$ cat src/rtl/mem_stage.sv
// LEGv8 memory stage: EX/MEM register, CBZ/B resolution, req/ack data-memory FSM with timeout, MEM/WB register.
// Define CBNZ_EN to resolve Branch==11 as CBNZ; otherwise that encoding is never taken.
module mem_stage #(
    parameter int ACK_TIMEOUT = 16,
    parameter int REG_BITS    = 5
) (
    input  logic                clk,
    input  logic                reset,
    input  logic                RegWrite_E,
    input  logic                MemtoReg_E,
    input  logic                MemRead_E,
    input  logic                MemWrite_E,
    input  logic [1:0]          Branch_E,
    input  logic [REG_BITS-1:0] rd_E,
    input  logic [63:0]         aluResult_E,
    input  logic [63:0]         writeData_E,
    input  logic [63:0]         PCBranch_E,
    input  logic                zero_E,
    input  logic                flush_i,
    output logic                stall_o,
    output logic                PCSrc_M,
    output logic [63:0]         PCBranch_M,
    output logic                dm_req,
    output logic                dm_we,
    output logic [63:0]         dm_addr,
    output logic [63:0]         dm_wdata,
    input  logic [63:0]         dm_rdata,
    input  logic                dm_ack,
    output logic                RegWrite_W,
    output logic                MemtoReg_W,
    output logic [REG_BITS-1:0] rd_W,
    output logic [63:0]         aluResult_W,
    output logic [63:0]         readData_W,
    output logic                mem_err_o
);

    localparam int                CNT_W    = $clog2(ACK_TIMEOUT);
    localparam logic [CNT_W-1:0]  CNT_LAST = CNT_W'(ACK_TIMEOUT - 1);

    typedef enum logic {IDLE, REQ} state_t;

    typedef struct packed {
        logic                valid;
        logic                reg_write;
        logic                mem_to_reg;
        logic                mem_read;
        logic                mem_write;
        logic [1:0]          branch;
        logic [REG_BITS-1:0] rd;
        logic [63:0]         alu;
        logic [63:0]         wdata;
        logic [63:0]         pc_branch;
        logic                zero;
    } exmem_t;

    typedef struct packed {
        logic                reg_write;
        logic                mem_to_reg;
        logic [REG_BITS-1:0] rd;
        logic [63:0]         alu;
        logic [63:0]         rdata;
    } memwb_t;

    state_t           state_q, state_d;
    logic [CNT_W-1:0] cnt_q, cnt_d;
    logic             err_q, err_d;
    exmem_t           exmem_q, exmem_d;
    memwb_t           wb_q, wb_d;
    logic             stall;
    logic             timeout;
    logic             mem_op;
    logic             taken;

    assign mem_op = exmem_q.valid & (exmem_q.mem_read | exmem_q.mem_write);

    always_comb begin
        // NOTE: every signal written here gets a default first, so no path can infer a latch.
        state_d         = state_q;
        cnt_d           = cnt_q;
        err_d           = err_q;
        exmem_d         = exmem_q;
        wb_d            = wb_q;
        wb_d.reg_write  = 1'b0;
        wb_d.mem_to_reg = 1'b0;
        stall           = 1'b0;
        timeout         = 1'b0;

        case (state_q)
            IDLE: begin
                cnt_d = '0;
                if (mem_op) begin
                    stall   = 1'b1;
                    state_d = REQ;
                end
            end
            REQ: begin
                if (dm_ack) begin
                    state_d = IDLE;
                    cnt_d   = '0;
                end else if (cnt_q == CNT_LAST) begin
                    // Memory never answered: give up, flag it, and let the pipeline move on.
                    timeout = 1'b1;
                    err_d   = 1'b1;
                    state_d = IDLE;
                    cnt_d   = '0;
                end else begin
                    stall = 1'b1;
                    cnt_d = cnt_q + CNT_W'(1);
                end
            end
            default: state_d = IDLE;
        endcase

        if (!stall) begin
            if (flush_i) begin
                exmem_d = '0;
            end else begin
                exmem_d.valid      = 1'b1;
                exmem_d.reg_write  = RegWrite_E;
                exmem_d.mem_to_reg = MemtoReg_E;
                exmem_d.mem_read   = MemRead_E;
                exmem_d.mem_write  = MemWrite_E;
                exmem_d.branch     = Branch_E;
                exmem_d.rd         = rd_E;
                exmem_d.alu        = aluResult_E;
                exmem_d.wdata      = writeData_E;
                exmem_d.pc_branch  = PCBranch_E;
                exmem_d.zero       = zero_E;
            end

            wb_d.reg_write  = exmem_q.valid & exmem_q.reg_write & ~exmem_q.mem_write & ~timeout;
            wb_d.mem_to_reg = exmem_q.valid & exmem_q.mem_to_reg;
            wb_d.rd         = exmem_q.rd;
            wb_d.alu        = exmem_q.alu;
            if ((state_q == REQ) && dm_ack && exmem_q.mem_read) begin
                wb_d.rdata = dm_rdata;
            end else if (timeout) begin
                wb_d.rdata = '0;
            end
        end
    end

    always_comb begin
        taken = 1'b0;
        case (exmem_q.branch)
            2'b01:   taken = exmem_q.zero;
            2'b10:   taken = 1'b1;
`ifdef CBNZ_EN
            2'b11:   taken = ~exmem_q.zero;
`else
            2'b11:   taken = 1'b0;
`endif
            default: taken = 1'b0;
        endcase
    end

    // Asynchronous reset also abandons an in-flight access: dm_req is decoded from state_q.
    always_ff @(posedge clk or posedge reset) begin
        if (reset) begin
            state_q <= IDLE;
            cnt_q   <= '0;
            err_q   <= 1'b0;
            exmem_q <= '0;
            wb_q    <= '0;
        end else begin
            // NOTE: sequential state uses non-blocking assignments so all flops update together.
            state_q <= state_d;
            cnt_q   <= cnt_d;
            err_q   <= err_d;
            exmem_q <= exmem_d;
            wb_q    <= wb_d;
        end
    end

    assign stall_o     = stall;
    assign PCSrc_M     = exmem_q.valid & taken;
    assign PCBranch_M  = exmem_q.pc_branch;
    assign dm_req      = (state_q == REQ);
    assign dm_we       = (state_q == REQ) & exmem_q.mem_write;
    assign dm_addr     = exmem_q.alu;
    assign dm_wdata    = exmem_q.wdata;
    assign RegWrite_W  = wb_q.reg_write;
    assign MemtoReg_W  = wb_q.mem_to_reg;
    assign rd_W        = wb_q.rd;
    assign aluResult_W = wb_q.alu;
    assign readData_W  = wb_q.rdata;
    assign mem_err_o   = err_q;

endmodule

$ cat config.mk
export PLATFORM = sky130hd
export DESIGN_NAME = mem_stage
export DESIGN_NICKNAME = d
export VERILOG_FILES = /design/src/rtl/mem_stage.sv
export SDC_FILE = /design/constraint.sdc
export NUM_CORES = 1
export LEC_CHECK = 0
export BUFFER_PORTS_ARGS = -buffer_cell sky130_fd_sc_hd__buf_2
export CAP_MARGIN = 20
export CORE_AREA = 4 4 234 236
export DETAILED_ROUTE_END_ITERATION = 7
export DIE_AREA = 0 0 238 240
export GPL_TIMING_DRIVEN = 0
export SYNTH_ARGS = -nofsm -noshare
export SYNTH_HDL_FRONTEND = slang
export SYNTH_SLANG_ARGS = --single-unit
$ cat constraint.sdc
create_clock -name clk -period 13.35 [get_ports clk]
set_clock_uncertainty 0.05 [all_clocks]
set_input_delay 0.6675 -clock clk [delete_from_list [all_inputs] [get_ports clk]]
set_output_delay 0.6675 -clock clk [all_outputs]
set_load 0.05 [all_outputs]
## Word level (Yosys, flattened, before mapping)

Cells that the tools add are included.

| storage, ports and cells | value |
|---|---|
| logic and storage cells | 56 |
| memories kept | 0 |
| bits of input ports | 272 |
| bits in latches | 0 |
| output and inout port bits | 332 |
| bits in registers | 346 |
| bits in read-only memories | 0 |
| RAM bits | 0 |

| cells by class | value |
|---|---|
| equal/unequal tests | 3 |
| $lt $le $gt $ge | 0 |
| $add $sub $neg | 1 |
| divide/modulo/power cells | 0 |
| multiplexer cells | 15 |
| multiply operators | 0 |
| shift-type cells | 0 |
| reductions and logical operators | 5 |
| bitwise gates (word level) | 13 |

Operators with widths:

| kind | count |
|---|---|
| $mux W205 | 1 |
| $mux W135 | 1 |
| $mux W64 | 2 |
| $mux W4 | 2 |
| $pmux W4 S2 | 1 |
| $and A1 B1 Y1 | 7 |
| $mux W1 | 6 |
| $not A1 Y1 | 5 |
| $add A4 B1 Y4 const B | 1 |
| $eq A4 B4 Y1 const B | 1 |
| $pmux W1 S2 | 2 |
| $reduce_and A3 Y1 | 1 |
| $eq A2 B1 Y1 const B | 1 |
| $eq A2 B2 Y1 const B | 1 |
| $logic_and A1 B1 Y1 | 2 |
| $reduce_and A2 Y1 | 1 |
| $reduce_bool A2 Y1 | 1 |
| $or A1 B1 Y1 | 1 |

## Depth between registers and ports, before layout

Gate-level depths: netlist (run 1).

| logic depth | value |
|---|---|
| depth after elaboration | 7 |
| depth in mapped cells | 6 |
| depth with buffers taken out | 4 |

## Worst setup path before layout (run 1)

No wires, ideal clock.

| timing path | value |
|---|---|
| path type | register to output |
| from | register exmem_q[198] (netlist name) |
| to | output PCSrc_M |
| required time | 12632 ps |
| path slack | 10810 ps |
| arrival time | 1822 ps |
| cell stages (with the launch flop) | 4 |
| cell sequence | dfrtp_1 inv_1 ha_1 nor3b_1 |

| on the way | value |
|---|---|
| longest elaborated chain between the ends | 3 |

RTL lines:

| what | RTL line | RTL |
|---|---|---|
| from (decl) | 67 | `exmem_t exmem_q, exmem_d;` |
| from (signal assigned) | 170 | `exmem_q <= exmem_d;` |
| $eq A2 B2 Y1 or $eq A2 B1 Y1 (tied branches) | 145 | `case (exmem_q.branch)` |
| $pmux W1 S2 * | 145 |  |
| $and A1 B1 Y1 * | 176 | `assign PCSrc_M = exmem_q.valid & taken;` |
| to (decl) | 21 | `output logic PCSrc_M,` |

Every way passes the cells marked *; elsewhere a longest branch is shown, timed or not.

## Final worst setup path (run 1)

| timing path | value |
|---|---|
| from | register cnt_q[0] |
| to | output stall_o |

| on the way | value |
|---|---|
| longest elaborated chain between the ends | 4 |

RTL lines:

| what | RTL line | RTL |
|---|---|---|
| from (decl) | 65 | `logic [CNT_W-1:0] cnt_q, cnt_d;` |
| from (signal assigned) | 168 | `cnt_q <= cnt_d;` |
| $eq A4 B4 Y1 | 100 | `end else if (cnt_q == CNT_LAST) begin` |
| $mux W1 | 100 |  |
| $mux W1 | 97 | `if (dm_ack) begin` |
| $pmux W1 S2 | 88 | `case (state_q)` |
| to (decl) | 20 | `output logic stall_o,` |

No other way between the ends.

==> metrics.csv, run 1 <==
stage,metric,value,unit
finish,finalNonFillerCells,2695,
cts,cts_root_buf,clkbuf_16,
route,drt-initial-drc-count,429,
die,row_count,84,
status,status,completed,
yosys,synth_xor_area_share,0.108,%
yosys,synthesis.nets,1596,
critical_path,crit_arrival,2530,ps
power,swShare,48.2,%
critical_path,r2r_slack,11070,ps
global_route,overflow,0,
critical_path,criticalPathCategory,flop to output pin,
route,routedWlPerCell,18.4,µm
yosys,synth-compound-area-share,5.77,%
critical_path,start_kind,flop,
sta,slew_headroom,41.1,%
finish,n_fill_cell,5091,
finish,nets,2242,
critical_path,cp-startpoint,cnt_q[0]$_DFF_PP0_,
run,maxCapViolCount,0,
route,num_vias,12100,
yosys,syn_inst,1321,
route,m1WireLength,19.6,mm
cts,cts_hold_buffers,0,
route,drt-vias-per-instance,4.47,
finish,final_area,21500,µm²
die,die_w,238,µm
placed_design,placed_cell_area,20200,µm²
global_route,grt_max_degree,126,
yosys,synth_flop_cell,dfrtp_1,
global_route,grt_first_pass_wirelength,74.8,mm
yosys,synth.distinct_cells,27,
placed_design,io_buffers,602,
route,dr_wl_met3,3.99,mm
critical_path,endpoint_kind,output pin,
finish,drive_gt1_share,48.3,%
power,switchingPower,2.91,mW
yosys,yosys.area_share.simple,8.47,%
yosys,yosysWarningCount,0,
power,p_int,3.13,mW
power,combinationalPowerShare,53.0,%
sta,period_needed,3250,ps
cts,numCtsBuffers,40,
yosys,synth_top_area_cell,dfrtp_1,
cts,clkSinkCount,346,
critical_path,cp_max_fo,11,
sta,rsz0062_at_grt,no,
yosys,synth_area_leaders,"dfrtp_1 53%, mux2_1 14%, buf_4 10%, nor2b_1 7.9%, mux2_2 5.0%",
critical_path,endpoint,stall_o,
sta,period_share,24.3,%
die,initial_core_util,30.9,%
route,drc,0,
power,peakVddDrop,165,µV
route,met2_length,24.4,mm
placed_design,gp_congestion,0.873,
route,first_pass_iters,5,
yosys,ys_seq_area_share,53.4,%
route,routed.top_layer,met5,
yosys,synth_top_cell_area_share,53.4,%
sta,setup_slack,10100,ps
die,coreArea,52400,µm²
cts,clockBufferDepth,3,
power,power_density,281,nW/µm²
yosys,synthAdderAreaFrac,0.231,%
cts,htree_num_levels,2,
placed_design,dp_hpwl,38.0,mm
critical_path,cp_data_required_time,12630,ps
cts,post_cts_buffers,0,
critical_path,r2r_end,dm_wdata[57]$_DFFE_PP0P_,
yosys,async_reset_ff_share,100,%
route,ant_nets,0,
sta,clock.fmax,308,MHz
yosys,ys_ff_latch,346,
yosys,synthesis.area,16200,µm²
power,seqPwrFrac,28.5,%
sta,tightest_slew,883,ps
sta,setup_viol,0,
global_route,antenna_found_initial,10,
power,p_leak,11.3,nW
sta,tns,0,ps
yosys,synth_edf_count,0,
hold_path,hold_path_class,input port to async pin,
finish,ff_latch_area,8660,µm²
cts,insertion_delay,550,ps
cts,cts.repair.resized,0,
global_route,grt_pass1_vias,12800,
yosys,synthMuxAreaShare,19.0,%
critical_path,r2r-start,cnt_q[0]$_DFF_PP0_,
placed_design,pre_cts_slack,10470,ps
yosys,syn_area_per_cell,12.3,µm²
sta,whs,218,ps
cts,cts_tree,yes,
die,die_area,57100,µm²
global_route,track_usage,16.6,%
finish,multi_input_area,5450,µm²
finish,synthToLayoutAreaGrowth,32.7,%
route,wl,49.5,mm
die,num_io_pins,604,
power,clock_power_share,18.5,%
yosys,synth_top_family_by_area,multiplexers,
placed_design,dp_cells,2613,
sta,drv_slew,0,
cts,clkTransAtPathRegs,60,ps
die,chipHeight,240,µm
sta,hold_violations,0,
critical_path,reg2regPathDepth,6,
## placed cells by master, fill, tap and decap left out, types with 2 or more instances in the layout
| cell | instances |
|---|---|
| clkbuf_16 | 41 |
| dfrtp_1 | 346 |
| ha_1 | 3 |
| mux2_1 | 200 |
| a32oi_1 | 64 |
| nor2_1 | 5 |
| diode_2 | 8 |
| mux2_2 | 72 |
| inv_6 | 2 |
| buf_2 | 606 |
| buf_6 | 2 |
| buf_16 | 2 |
| clkbuf_1 | 58 |
| bufinv_16 | 2 |
| nand2_1 | 3 |
| and2_1 | 3 |
| clkinv_2 | 3 |
| o21ai_0 | 65 |
| inv_1 | 67 |
| nor2b_1 | 204 |
| clkinvlp_4 | 2 |
| mux2i_1 | 2 |
| buf_4 | 218 |
| nand3_1 | 2 |
| nand2b_1 | 4 |
| clkbuf_8 | 13 |
## cells in the mapped netlist (4+ instances only)
library cell,n
nor2b_1,204
nand2b_1,4
mux2_1,200
buf_2,4
mux2_2,72
a32oi_1,64
nor2_1,5
o21ai_0,65
inv_1,68
dfrtp_1,346
buf_4,218
clkbuf_1,47
## cell type report
class                           instances  area share [%]
Tap cell                              688            4.00
Clock inverter                          9           0.500
Antenna cell                            8          0.0930
Inverter                               68            1.22
Multi-Input combinational cell        636            25.3
Buffer                                271            8.62
Sequential cell                       346            40.2
Clock buffer                           65            5.79
Timing Repair Buffer                  604            14.3
## kinds of logic (layout without fill, tap and decap cells)
kind of cell,Yosys count,in the layout
flip-flops,346,346
AND/OR/NAND/NOR,223,223
adder cells (fa/ha/maj),3,3
multiplexers,274,274
other,0,8
XOR/XNOR,2,2
AO/OA/AOI/OAI,134,134
buffers and inverters,339,1017
## sequential cells by signal (all words and copies together), names as in the netlist, 4 cells and up
| register | count |
|---|---|
| rd_W | 5 |
| exmem_q | 13 |
| readData_W | 64 |
| dm_wdata | 64 |
| aluResult_W | 64 |
| cnt_q | 4 |
| dm_addr | 64 |
| PCBranch_M | 64 |
## power groups by stage
stage	Combinational (mW)	Clock (mW)	Sequential [mW]
2_1_floorplan	1.86	0	2.32
5_1_grt	3.38	1.20	1.78
3_3_place_gp	3.21	0	1.72
4_1_cts	3.25	1.15	1.73
3_5_place_dp	3.24	0	1.74
6_report	3.20	1.12	1.72
## critical path, cell delays in order (launching register included)
cell     delay, ps
dfrtp_1        400
ha_1           240
and3_1         240
o22ai_4        320
buf_6          220
buf_4          240
buf_2          310
## routing by layer
| metal | global-route usage [%] | vias up |
|---|---|---|
| met5 | 0 | - |
| met3 | 5.16 | 89 |
| met1 | 19.7 | 5973 |
| met4 | 5.58 | 4 |
| li1 | - | 5562 |
| met2 | 28.7 | 425 |
## metrics by stage
step | util (%) | power (mW)
2_1_floorplan | - | 4.18
3_3_place_gp | 38.3 | 4.93
3_5_place_dp | 38.4 | 4.98
4_1_cts | 41.0 | 6.12
5_1_grt | 41.0 | 6.35
6_report | 41.0 | 6.05
## worst min-delay path by stage
stage | startpoint | endpoint | slack (ps)
2_1_floorplan | cnt_q[0]$_DFF_PP0_ | cnt_q[0]$_DFF_PP0_ | 380
3_3_place_gp | cnt_q[0]$_DFF_PP0_ | cnt_q[0]$_DFF_PP0_ | 400
3_5_place_dp | cnt_q[0]$_DFF_PP0_ | cnt_q[0]$_DFF_PP0_ | 410
4_1_cts | reset | dm_wdata[34]$_DFFE_PP0P_ | 210
5_1_grt | reset | dm_wdata[52]$_DFFE_PP0P_ | 260
6_report | reset | dm_wdata[32]$_DFFE_PP0P_ | 220
(Power assumes the default switching activity.)
==> run 2, diff against run 1 <==
==> constraint.sdc (replaced) <==
create_clock -name clk -period 3.2 [get_ports clk]
set_clock_uncertainty 0.05 [all_clocks]
set_input_delay 0.16 -clock clk [delete_from_list [all_inputs] [get_ports clk]]
set_output_delay 0.16 -clock clk [all_outputs]
set_load 0.05 [all_outputs]
==> metrics.csv, run 2 (same netlist as run 1, synthesis figures left out) <==
stage,metric,value,unit,change
critical_path,endpoint_kind,output pin,,
die,initial_core_util,30.9,%,unchanged
route,drc,0,,unchanged
placed_design,gp_congestion,0.882,,+0.98%
finish,drive_gt1_share,42.8,%,-5.5 points
global_route,grt_first_pass_wirelength,79.9,mm,+6.8%
power,peakVddDrop,790,µV,+380%
critical_path,crit_arrival,2520,ps,about the same
finish,synthToLayoutAreaGrowth,49.3,%,
sta,period_needed,2730,ps,
sta,rsz0062_at_grt,no,,
critical_path,crit_slowest_cell,dfrtp_1,,
die,die_area,57100,µm²,unchanged
cts,htree_num_levels,2,,unchanged
sta,whs,41.6,ps,-177 ps
sta,slew_headroom,33.0,%,-8.1 points
sta,period_share,85.3,%,
critical_path,cp_max_fo,11,,unchanged
finish,mostFrequentLayoutCell,buf_2,,
route,ant_nets,0,,unchanged
sta,setup_viol,0,,unchanged
hold_path,min_path_cells,3,,
route,routedWlPerCell,17.7,µm,-3.8%
critical_path,start_kind,flop,,
power,power_density,1040,nW/µm²,+270%
finish,layout_common_cells,"606 x buf_2, 346 x dfrtp_1, 267 x dlygate4sd3_1",,
placed_design,placed_cell_area,20300,µm²,+0.60%
critical_path,r2r_end,PCBranch_M[56]$_DFFE_PP0P_,,
power,p_leak,12.4,nW,+10%
die,die_w,238,µm,unchanged
run,maxCapViolCount,0,,unchanged
route,wl,52.2,mm,+5.5%
global_route,track_usage,17.5,%,+0.96 points
finish,nets,2515,,+12%
cts,cts_root_buf,clkbuf_16,,
critical_path,critPathMaxStageDelay,390,ps,about the same
route,drt-initial-drc-count,408,,-4.9%
route,drt-vias-per-instance,4.43,,-0.96%
sta,tightest_slew,1000,ps,+122 ps
die,num_io_pins,604,,unchanged
sta,clock.fmax,366,MHz,
cts,clkSinkCount,346,,unchanged
global_route,antenna_found_initial,1,,-9
finish,n_fill_cell,4749,,-6.7%
critical_path,reg2regPathDepth,6,,unchanged
cts,clkTransAtPathRegs,60,ps,about the same
die,row_count,84,,unchanged
route,num_vias,13100,,+8.6%
route,first_pass_iters,5,,unchanged
placed_design,dp_hpwl,38.3,mm,+0.77%
hold_path,hold_path_class,input port to flop,,
global_route,grt_max_degree,42,,-67%
finish,final_area,24200,µm²,+12%
critical_path,r2r_slack,930,ps,-10140 ps
status,status,completed,,
cts,numCtsBuffers,39,,-2.5%
sta,hold_violations,0,,unchanged
cts,insertion_delay,540,ps,about the same
critical_path,r2r-start,cnt_q[0]$_DFF_PP0_,,
hold_path,min_from,flush_i,,
critical_path,path_cells,ha_1 > and3_1 > o22ai_4 > buf_6 > buf_4 > buf_2,,
cts,cts_tree,yes,,
die,chipHeight,240,µm,unchanged
critical_path,criticalPathCategory,flop to output pin,,
global_route,grt_pass1_vias,14000,,+9.5%
die,coreArea,52400,µm²,unchanged
cts,cts.repair.resized,0,,unchanged
sta,tns,0,ps,unchanged
critical_path,cp_data_required_time,2990,ps,-9640 ps
placed_design,io_buffers,602,,unchanged
hold_path,holdPathEnd,dm_addr[62]$_DFFE_PP0P_,,
sta,drv_slew,0,,unchanged
critical_path,cp_top_family,buffers and inverters,,
cts,clockBufferDepth,3,,unchanged
global_route,overflow,0,,unchanged
critical_path,path_buf_inv,3,,unchanged
## run 2: worst reg2reg max path: cells and delay by family, from the launching register on
family	cells	cell delay, ps
simple gates	1	230
compound gates	1	340
mux	1	350
fa+ha+maj	1	240
buf+inv	2	560
flops	1	390
## run 2: layout make-up
type                    count  area, µm²  share of cell area (%)
inverters                  68        259                    1.07
repair buffers            878       5870                    24.2
flip-flops and latches    346       8660                    35.8
well taps                 688        861                    3.56
multi-input cells         636       5450                    22.5
clock buffers              56       1160                    4.80
diodes                      2       5.00                  0.0207
clock inverters            10        100                   0.413
plain buffers             271       1860                    7.66
## run 2: power by group
group          total (mW)  internal, mW  switching [mW]
sequential           7.19          6.09            1.10
combinational        13.7          4.39            9.30
clock                4.41          2.60            1.81
## run 2: how the worst max path moves through the flow
stage                             startpoint                          to  slack, ps  cells past startpoint
after floorplan                        reset        MemtoReg_W$_DFF_PP0_      -1640                      1
after global placement                 reset  readData_W[23]$_DFFE_PP0P_      -3840                      2
after detailed placement  cnt_q[0]$_DFF_PP0_  PCBranch_M[62]$_DFFE_PP0P_        880                      6
after CTS                 cnt_q[0]$_DFF_PP0_                     stall_o        380                      6
after global routing      cnt_q[0]$_DFF_PP0_                     stall_o        330                      6
final                     cnt_q[0]$_DFF_PP0_                     stall_o        470                      6
## run 2: routing by layer
layer	vias up	track usage (%)	share of wire (%)	routed length (µm)
met5	-	0	0	0
met4	0	5.68	3.1	1610
met1	6418	21.1	40	20700
met3	91	4.28	7.0	3650
li1	6100	-	-	-
met2	480	31.0	50	26300
## run 2: metrics by stage
stage	power [mW]	util, %	cells	setup slack [ps]
global route	26.6	46.2	2953	332
detailed placement	20.7	38.7	2620	877
global placement	20.5	38.3	2611	-3840
floorplan	17.4	-	1321	-1640
CTS	25.5	46.2	2953	381
finish	25.3	46.2	2955	471
## run 2: what timing repair did
item                      4_1_cts  5_1_grt
setup buffers                   0        0
hold buffers                  267        0
hold endpoints to repair      290        0
